`config.mk`:
```
export PLATFORM = sky130hd
export DESIGN_NAME = mrv32_mc_ctrl
export DESIGN_NICKNAME = d
export VERILOG_FILES = /design/src/rtl/mrv32_mc_ctrl.sv
export SDC_FILE = /design/constraint.sdc
export NUM_CORES = 1
export LEC_CHECK = 0
export BUFFER_PORTS_ARGS = -buffer_cell sky130_fd_sc_hd__buf_2
export CAP_MARGIN = 20
export CORE_ASPECT_RATIO = 1.2
export CORE_MARGIN = 5
export CORE_UTILIZATION = 30
export DETAILED_ROUTE_END_ITERATION = 10
export PLACE_DENSITY = 0.78
export SLEW_MARGIN = 20
export SYNTH_ARGS = -nofsm -noshare
export SYNTH_HDL_FRONTEND = slang
export SYNTH_SLANG_ARGS = --single-unit
```
`constraint.sdc`:
```
create_clock -name clk -period 1.2 [get_ports clk]
set_input_delay 0.3 -clock clk [delete_from_list [all_inputs] [get_ports clk]]
set_output_delay 0.3 -clock clk [all_outputs]
set_load 0.02 [all_outputs]
```
`src/rtl/mrv32_mc_ctrl.sv`:
```
// mrv32_mc_ctrl - multi-cycle control FSM for the MRV32 RV32I core.
//
// Sequences FETCH/DECODE/EXEC/MEM/WB over a single shared memory port and
// drives every datapath strobe and mux select. It holds no datapath state;
// the only instruction bits it decodes are the opcode field instr_i[6:0].
//
// Optional build macro:
//   MRV32_MC_TRAP_EN  when defined, an unsupported opcode parks the FSM in
//                     TRAP until reset. When undefined, the instruction is
//                     dropped and fetching continues (illegal_o still sets).
//
// Parameter:
//   MEM_TIMEOUT_CYC   waiting cycles (mem_req_o high, no mem_ready_i) before
//                     the access is abandoned; 0 disables the timeout.
//
// Ports:
//   clk, rst_n        core clock (rising edge), async active-low reset
//   instr_i           IR contents, valid from DECODE onward
//   mem_ready_i       memory accepts/completes the current access
//   branch_taken_i    ALU compare result, used in EXEC for branches
//   mem_req_o/mem_we_o/mem_addr_sel_o   memory request, store, 0=PC 1=ALU
//   ir_we_o, pc_we_o, pc_sel_o          IR/OLD_PC load, PC write, 0=+4 1=ALU 2=ALU&~1
//   imm_sel_o                            IMM_I=0 S=1 B=2 U=3 J=4
//   alu_a_sel_o, alu_b_sel_o             0=rs1/1=OLD_PC, 0=rs2/1=imm
//   rf_we_o, wb_sel_o                    regfile write, 0=ALU 1=mem 2=OLD_PC+4
//   mem_err_o, illegal_o                 sticky timeout / illegal opcode flags
//   state_o                              current state (debug)
//
// state  | meaning
// IDLE   | out of reset, one cycle before the first fetch
// FETCH  | read instruction at PC; load IR, advance PC on mem_ready
// DECODE | register-file read, opcode legality check
// EXEC   | ALU operation, branch/jump PC update
// MEM    | load/store data access at ALU address
// WB     | single-cycle register-file write
// TRAP   | illegal opcode with trap enabled; only reset leaves

module mrv32_mc_ctrl #(
    parameter int unsigned MEM_TIMEOUT_CYC = 0
) (
    input  logic        clk,
    input  logic        rst_n,
    input  logic [31:0] instr_i,
    input  logic        mem_ready_i,
    input  logic        branch_taken_i,
    output logic        mem_req_o,
    output logic        mem_we_o,
    output logic        mem_addr_sel_o,
    output logic        ir_we_o,
    output logic        pc_we_o,
    output logic [1:0]  pc_sel_o,
    output logic [2:0]  imm_sel_o,
    output logic        alu_a_sel_o,
    output logic        alu_b_sel_o,
    output logic        rf_we_o,
    output logic [1:0]  wb_sel_o,
    output logic        mem_err_o,
    output logic        illegal_o,
    output logic [2:0]  state_o
);

    localparam logic [6:0] OP_LUI    = 7'b0110111;
    localparam logic [6:0] OP_AUIPC  = 7'b0010111;
    localparam logic [6:0] OP_JAL    = 7'b1101111;
    localparam logic [6:0] OP_JALR   = 7'b1100111;
    localparam logic [6:0] OP_BRANCH = 7'b1100011;
    localparam logic [6:0] OP_LOAD   = 7'b0000011;
    localparam logic [6:0] OP_STORE  = 7'b0100011;
    localparam logic [6:0] OP_IMM    = 7'b0010011;
    localparam logic [6:0] OP_OP     = 7'b0110011;
    localparam logic [6:0] OP_MISC   = 7'b0001111;
    localparam logic [6:0] OP_SYSTEM = 7'b1110011;

    localparam logic [2:0] IMM_I = 3'd0;
    localparam logic [2:0] IMM_S = 3'd1;
    localparam logic [2:0] IMM_B = 3'd2;
    localparam logic [2:0] IMM_U = 3'd3;
    localparam logic [2:0] IMM_J = 3'd4;

    localparam bit TO_EN = (MEM_TIMEOUT_CYC != 0);
    localparam int CNT_W = (MEM_TIMEOUT_CYC > 1) ? $clog2(MEM_TIMEOUT_CYC) : 1;
    // Abort happens on the waiting cycle in which the count has already
    // reached TIMEOUT-1, i.e. after exactly MEM_TIMEOUT_CYC waiting cycles.
    localparam logic [CNT_W-1:0] CNT_LAST = CNT_W'(MEM_TIMEOUT_CYC - 1);

    typedef enum logic [2:0] {
        S_IDLE   = 3'd0,
        S_FETCH  = 3'd1,
        S_DECODE = 3'd2,
        S_EXEC   = 3'd3,
        S_MEM    = 3'd4,
        S_WB     = 3'd5,
        S_TRAP   = 3'd6
    } state_t;

    state_t           state_q, state_d;
    logic [CNT_W-1:0] cnt_q, cnt_d;
    logic             mem_err_q, mem_err_d;
    logic             illegal_q, illegal_d;

    logic [6:0] opcode;
    logic       is_load, is_store, is_jump, legal, timeout_hit;
    logic       unused_instr;

    assign opcode       = instr_i[6:0];
    assign unused_instr = ^instr_i[31:7];
    assign is_load      = (opcode == OP_LOAD);
    assign is_store     = (opcode == OP_STORE);
    assign is_jump      = (opcode == OP_JAL) || (opcode == OP_JALR);
    assign legal        = (opcode == OP_LUI)  || (opcode == OP_AUIPC) || (opcode == OP_JAL)
                       || (opcode == OP_JALR) || (opcode == OP_BRANCH) || is_load || is_store
                       || (opcode == OP_IMM)  || (opcode == OP_OP)    || (opcode == OP_MISC)
                       || (opcode == OP_SYSTEM);
    assign timeout_hit  = TO_EN && (cnt_q == CNT_LAST);

    always_comb begin
        case (opcode)
            OP_LUI, OP_AUIPC: imm_sel_o = IMM_U;
            OP_JAL:           imm_sel_o = IMM_J;
            OP_BRANCH:        imm_sel_o = IMM_B;
            OP_STORE:         imm_sel_o = IMM_S;
            default:          imm_sel_o = IMM_I;
        endcase
    end

    always_ff @(posedge clk or negedge rst_n) begin
        if (!rst_n) begin
            state_q   <= S_IDLE;
            cnt_q     <= '0;
            mem_err_q <= 1'b0;
            illegal_q <= 1'b0;
        end else begin
            state_q   <= state_d;
            cnt_q     <= cnt_d;
            mem_err_q <= mem_err_d;
            illegal_q <= illegal_d;
        end
    end

    always_comb begin
        state_d        = state_q;
        cnt_d          = '0;
        mem_err_d      = mem_err_q;
        illegal_d      = illegal_q;
        mem_req_o      = 1'b0;
        mem_we_o       = 1'b0;
        mem_addr_sel_o = 1'b0;
        ir_we_o        = 1'b0;
        pc_we_o        = 1'b0;
        pc_sel_o       = 2'd0;
        alu_a_sel_o    = 1'b0;
        alu_b_sel_o    = 1'b0;
        rf_we_o        = 1'b0;
        wb_sel_o       = 2'd0;

        case (state_q)
            S_IDLE: state_d = S_FETCH;

            S_FETCH: begin
                mem_req_o = 1'b1;
                if (mem_ready_i) begin
                    ir_we_o = 1'b1;
                    pc_we_o = 1'b1;
                    state_d = S_DECODE;
                end else if (timeout_hit) begin
                    mem_err_d = 1'b1;
                    state_d   = S_FETCH;
                end else begin
                    cnt_d = cnt_q + 1'b1;
                end
            end

            S_DECODE: begin
                if (!legal) begin
                    illegal_d = 1'b1;
`ifdef MRV32_MC_TRAP_EN
                    state_d   = S_TRAP;
`else
                    state_d   = S_FETCH;
`endif
                end else begin
                    state_d = S_EXEC;
                end
            end

            S_EXEC: begin
                case (opcode)
                    OP_BRANCH: begin
                        pc_we_o     = branch_taken_i;
                        pc_sel_o    = 2'd1;
                        alu_a_sel_o = 1'b1;
                        alu_b_sel_o = 1'b1;
                        state_d     = S_FETCH;
                    end
                    OP_JAL: begin
                        pc_we_o     = 1'b1;
                        pc_sel_o    = 2'd1;
                        alu_a_sel_o = 1'b1;
                        alu_b_sel_o = 1'b1;
                        state_d     = S_WB;
                    end
                    OP_JALR: begin
                        pc_we_o     = 1'b1;
                        pc_sel_o    = 2'd2;
                        alu_b_sel_o = 1'b1;
                        state_d     = S_WB;
                    end
                    OP_LOAD, OP_STORE: begin
                        alu_b_sel_o = 1'b1;
                        state_d     = S_MEM;
                    end
                    OP_OP: state_d = S_WB;
                    OP_IMM, OP_LUI: begin
                        alu_b_sel_o = 1'b1;
                        state_d     = S_WB;
                    end
                    OP_AUIPC: begin
                        alu_a_sel_o = 1'b1;
                        alu_b_sel_o = 1'b1;
                        state_d     = S_WB;
                    end
                    default: state_d = S_FETCH;
                endcase
            end

            S_MEM: begin
                mem_req_o      = 1'b1;
                mem_addr_sel_o = 1'b1;
                mem_we_o       = is_store;
                alu_b_sel_o    = 1'b1;
                if (mem_ready_i) begin
                    state_d = is_load ? S_WB : S_FETCH;
                end else if (timeout_hit) begin
                    // PC was advanced in FETCH; the instruction is simply dropped.
                    mem_err_d = 1'b1;
                    state_d   = S_FETCH;
                end else begin
                    cnt_d = cnt_q + 1'b1;
                end
            end

            S_WB: begin
                rf_we_o  = 1'b1;
                wb_sel_o = is_load ? 2'd1 : (is_jump ? 2'd2 : 2'd0);
                state_d  = S_FETCH;
            end

            S_TRAP: state_d = S_TRAP;

            default: state_d = S_IDLE;
        endcase
    end

    assign mem_err_o = mem_err_q;
    assign illegal_o = illegal_q;
    assign state_o   = state_q;

endmodule

```
==> results.py <==
metrics = {
    "yosys": {
        "synth_top_family_by_area": "simple AND/OR/NAND/NOR gates",
        "synth_edf_count": 0,
        "synthCells": 74,
        "synth_flop_cell": "dfrtp_1",
        "synth-simple-area-share_pct": 37.4,
        "synth.area.top_cells": "dfrtp_1 (19%), nor2_1 (6.4%), nor4_1 (4.7%), a21o_1 (4.3%), a21oi_1 (3.8%)",
        "ys_ff_latch": 4,
        "postSynthAreaPerCell_um2": 7.14,
        "syn_nets": 110,
        "yosysWarnings": 0,
        "synth_area_um2": 528,
        "yosysTopAreaCell": "dfrtp_1",
        "synth-adder-area-share_pct": 0,
        "synth_xor_area_share_pct": 1.66,
        "netlist.area_leader.share_pct": 19.0,
        "synth_compound_area_share_pct": 29.9,
        "muxShareOfSynthArea_pct": 1.90,
        "synth.distinct_cells": 38,
        "synthArstFlopShare_pct": 100,
        "ys_seq_area_share_pct": 19.0,
    },
    "global_routing": {
        "grt_max_degree": 13,
        "antenna_found_initial": 0,
        "grt_pass1_vias": 870,
        "grt_util_all_layers_pct": 19.6,
        "grt_pass1_wl_um": 3850,
        "grt_overflow": 0,
    },
    "sta": {
        "hold_viol_final": 0,
        "finalSetupViolations": 20,
        "period_needed_ps": 1690,
        "post-route-period-util_pct": 141,
        "fmax_mhz": 591,
        "setup-tns-final_ps": -5940,
        "rsz0062_at_grt": "yes",
        "layout_setup_ws_ps": -493,
        "finalClockSkew_ps": 3.80,
        "drv_slew": 0,
        "whs_ps": 395,
    },
    "die": {
        "ioPinCount": 56,
        "start_util_pct": 31.8,
        "die_h_um": 56.0,
        "core_um2": 1660,
        "die-width_um": 48.3,
        "fp-row-count": 16,
        "die-area_um2": 2700,
    },
    "power": {
        "peakVddDrop_v": 0.000708,
        "powerDensity_nw_per_um2": 673,
        "p_leak_uw": 0.000623,
    },
    "worst_hold_path": {
        "hold_path.class": "input port to async pin",
    },
    "setup_path": {
        "critPathRequiredTime_ps": 900,
        "worstPathArrival_ps": 1390,
        "worstSetupPathType": "input port to primary output",
        "r2r_cells": 4,
        "end_kind": "primary output",
        "cp-start-kind": "input port",
        "path_max_fanout": 4,
    },
    "place": {
        "hpwl_um": 1810,
        "io_buffers": 29,
        "gp_congestion": 0.869,
    },
    "status": {
        "status": "complete, but fails checks",
        "violations": "negative setup slack",
    },
    "routing": {
        "routed_wl_um": 2610,
        "dr_wl_met2_um": 1540,
        "drc": 0,
        "dr.pass1.iters": 4,
        "first_iter_violations": 14,
        "routedWlPerCell_um": 16.8,
        "wl_met1_um": 860,
        "vias_per_cell": 5.30,
        "dr_wl_met3_um": 170,
        "top_layer": "met4",
        "vias": 827,
        "ant_nets": 0,
    },
    "final_layout": {
        "area_delta_synth_final_pct": 156,
        "post-route-util_pct": 81.4,
        "layout_common_cells": "buf_4 (32), buf_6 (25), buf_2 (6)",
        "drive_gt1_share_pct": 73.9,
        "diodes": 0,
        "nNetsFinal": 175,
        "mostFrequentLayoutCell": "buf_4",
    },
    "clocking": {
        "cts_buffers": 3,
        "cts_root_buf": "clkbuf_4",
        "clkTransAtPathRegs_ps": 40,
        "clock_path_buffers": 2,
        "clock_sinks": 4,
        "cts_htree_levels": 1,
        "insertion_delay_ps": 230,
        "tritoncts": "built",
    },
    "job": {
        "maxCapViolCount": 0,
    },
}
==> report_power, final <==
group | leakage, uW | switching [uW] | internal (uW)
combinational | 0.000565 | 277 | 282
clock | 0.0000150 | 55.0 | 125
sequential | 0.0000425 | 18.4 | 152
==> per-layer routing <==
layer / track usage (%) / up-vias
met2: 36.0 / 32
li1: - / 395
met3: 4.85 / 4
met1: 18.0 / 396
met5: 0 / -
met4: 9.62 / 0
==> cell type report <==
type / instances / area, um2
Tap cell: 18 / 22.5
Sequential cell: 4 / 104
Clock buffer: 4 / 26.3
Multi-Input combinational cell: 61 / 608
Fill cell: 105 / 309
Timing Repair Buffer: 65 / 577
Inverter: 4 / 15.0
==> final timing paths <==
kind / startpoint / end / slack (ps)
worst max register to register: state_o[2] / state_o[2] / -70
max in group asynchronous: rst_n / state_o[0] / 670
worst min register to register: illegal_o / illegal_o / 450
min in group clk: illegal_o / illegal_o / 450
worst min-delay path: rst_n / state_o[1] / 390
worst max-delay path: instr_i[2] / mem_we_o / -490
==> synthesized netlist by cell type (2+ instances only) <==
cell type	instances
nor2_1	9
nand2_1	5
a21oi_1	4
dfrtp_1	4
inv_1	4
nor4_1	4
a21o_1	3
nand2b_1	3
nor3_1	3
a22oi_1	2
buf_4	2
nand3_1	2
nor2b_1	2
o21ai_0	2
o22ai_1	2
==> critical path: stages <==
cell and delay (ps):
buf_6 90, or4_4 590, nor4_4 210, buf_4 200
==> per-stage QoR <==
step	setup WS [ps]	power, uW	std cells	instance area (um2)
after global routing	-539	974	156	1350
after detailed placement	-484	580	145	1040
final	-493	910	156	1350
after CTS	-478	867	154	1270
after global placement	-441	567	145	1040
after floorplan	-295	405	74	698
==> state kept, by name (all words and copies together), names as in the netlist <==
signal,flops
state_o,3
illegal_o,1
==> what timing repair did <==
item                       4_1_cts  5_1_grt
setup endpoints to repair       21       22
pin swaps                        5        7
hold buffers                     1        0
setup buffers                    4        4
gates resized for setup         48       19
hold endpoints to repair         4        0
==> logic make-up (layout without fill, tap and decap cells) <==
| logic type | count (synthesis) | in the layout |
|---|---|---|
| AOI/OAI and AO/OA | 22 | 22 |
| xor gates and xnor gates | 1 | 1 |
| buffers and inverters | 9 | 73 |
| DFF | 4 | 4 |
| muxes | 1 | 1 |
| other | 1 | 1 |
| and+or+nand+nor | 36 | 36 |
(Power assumes the default switching activity.)
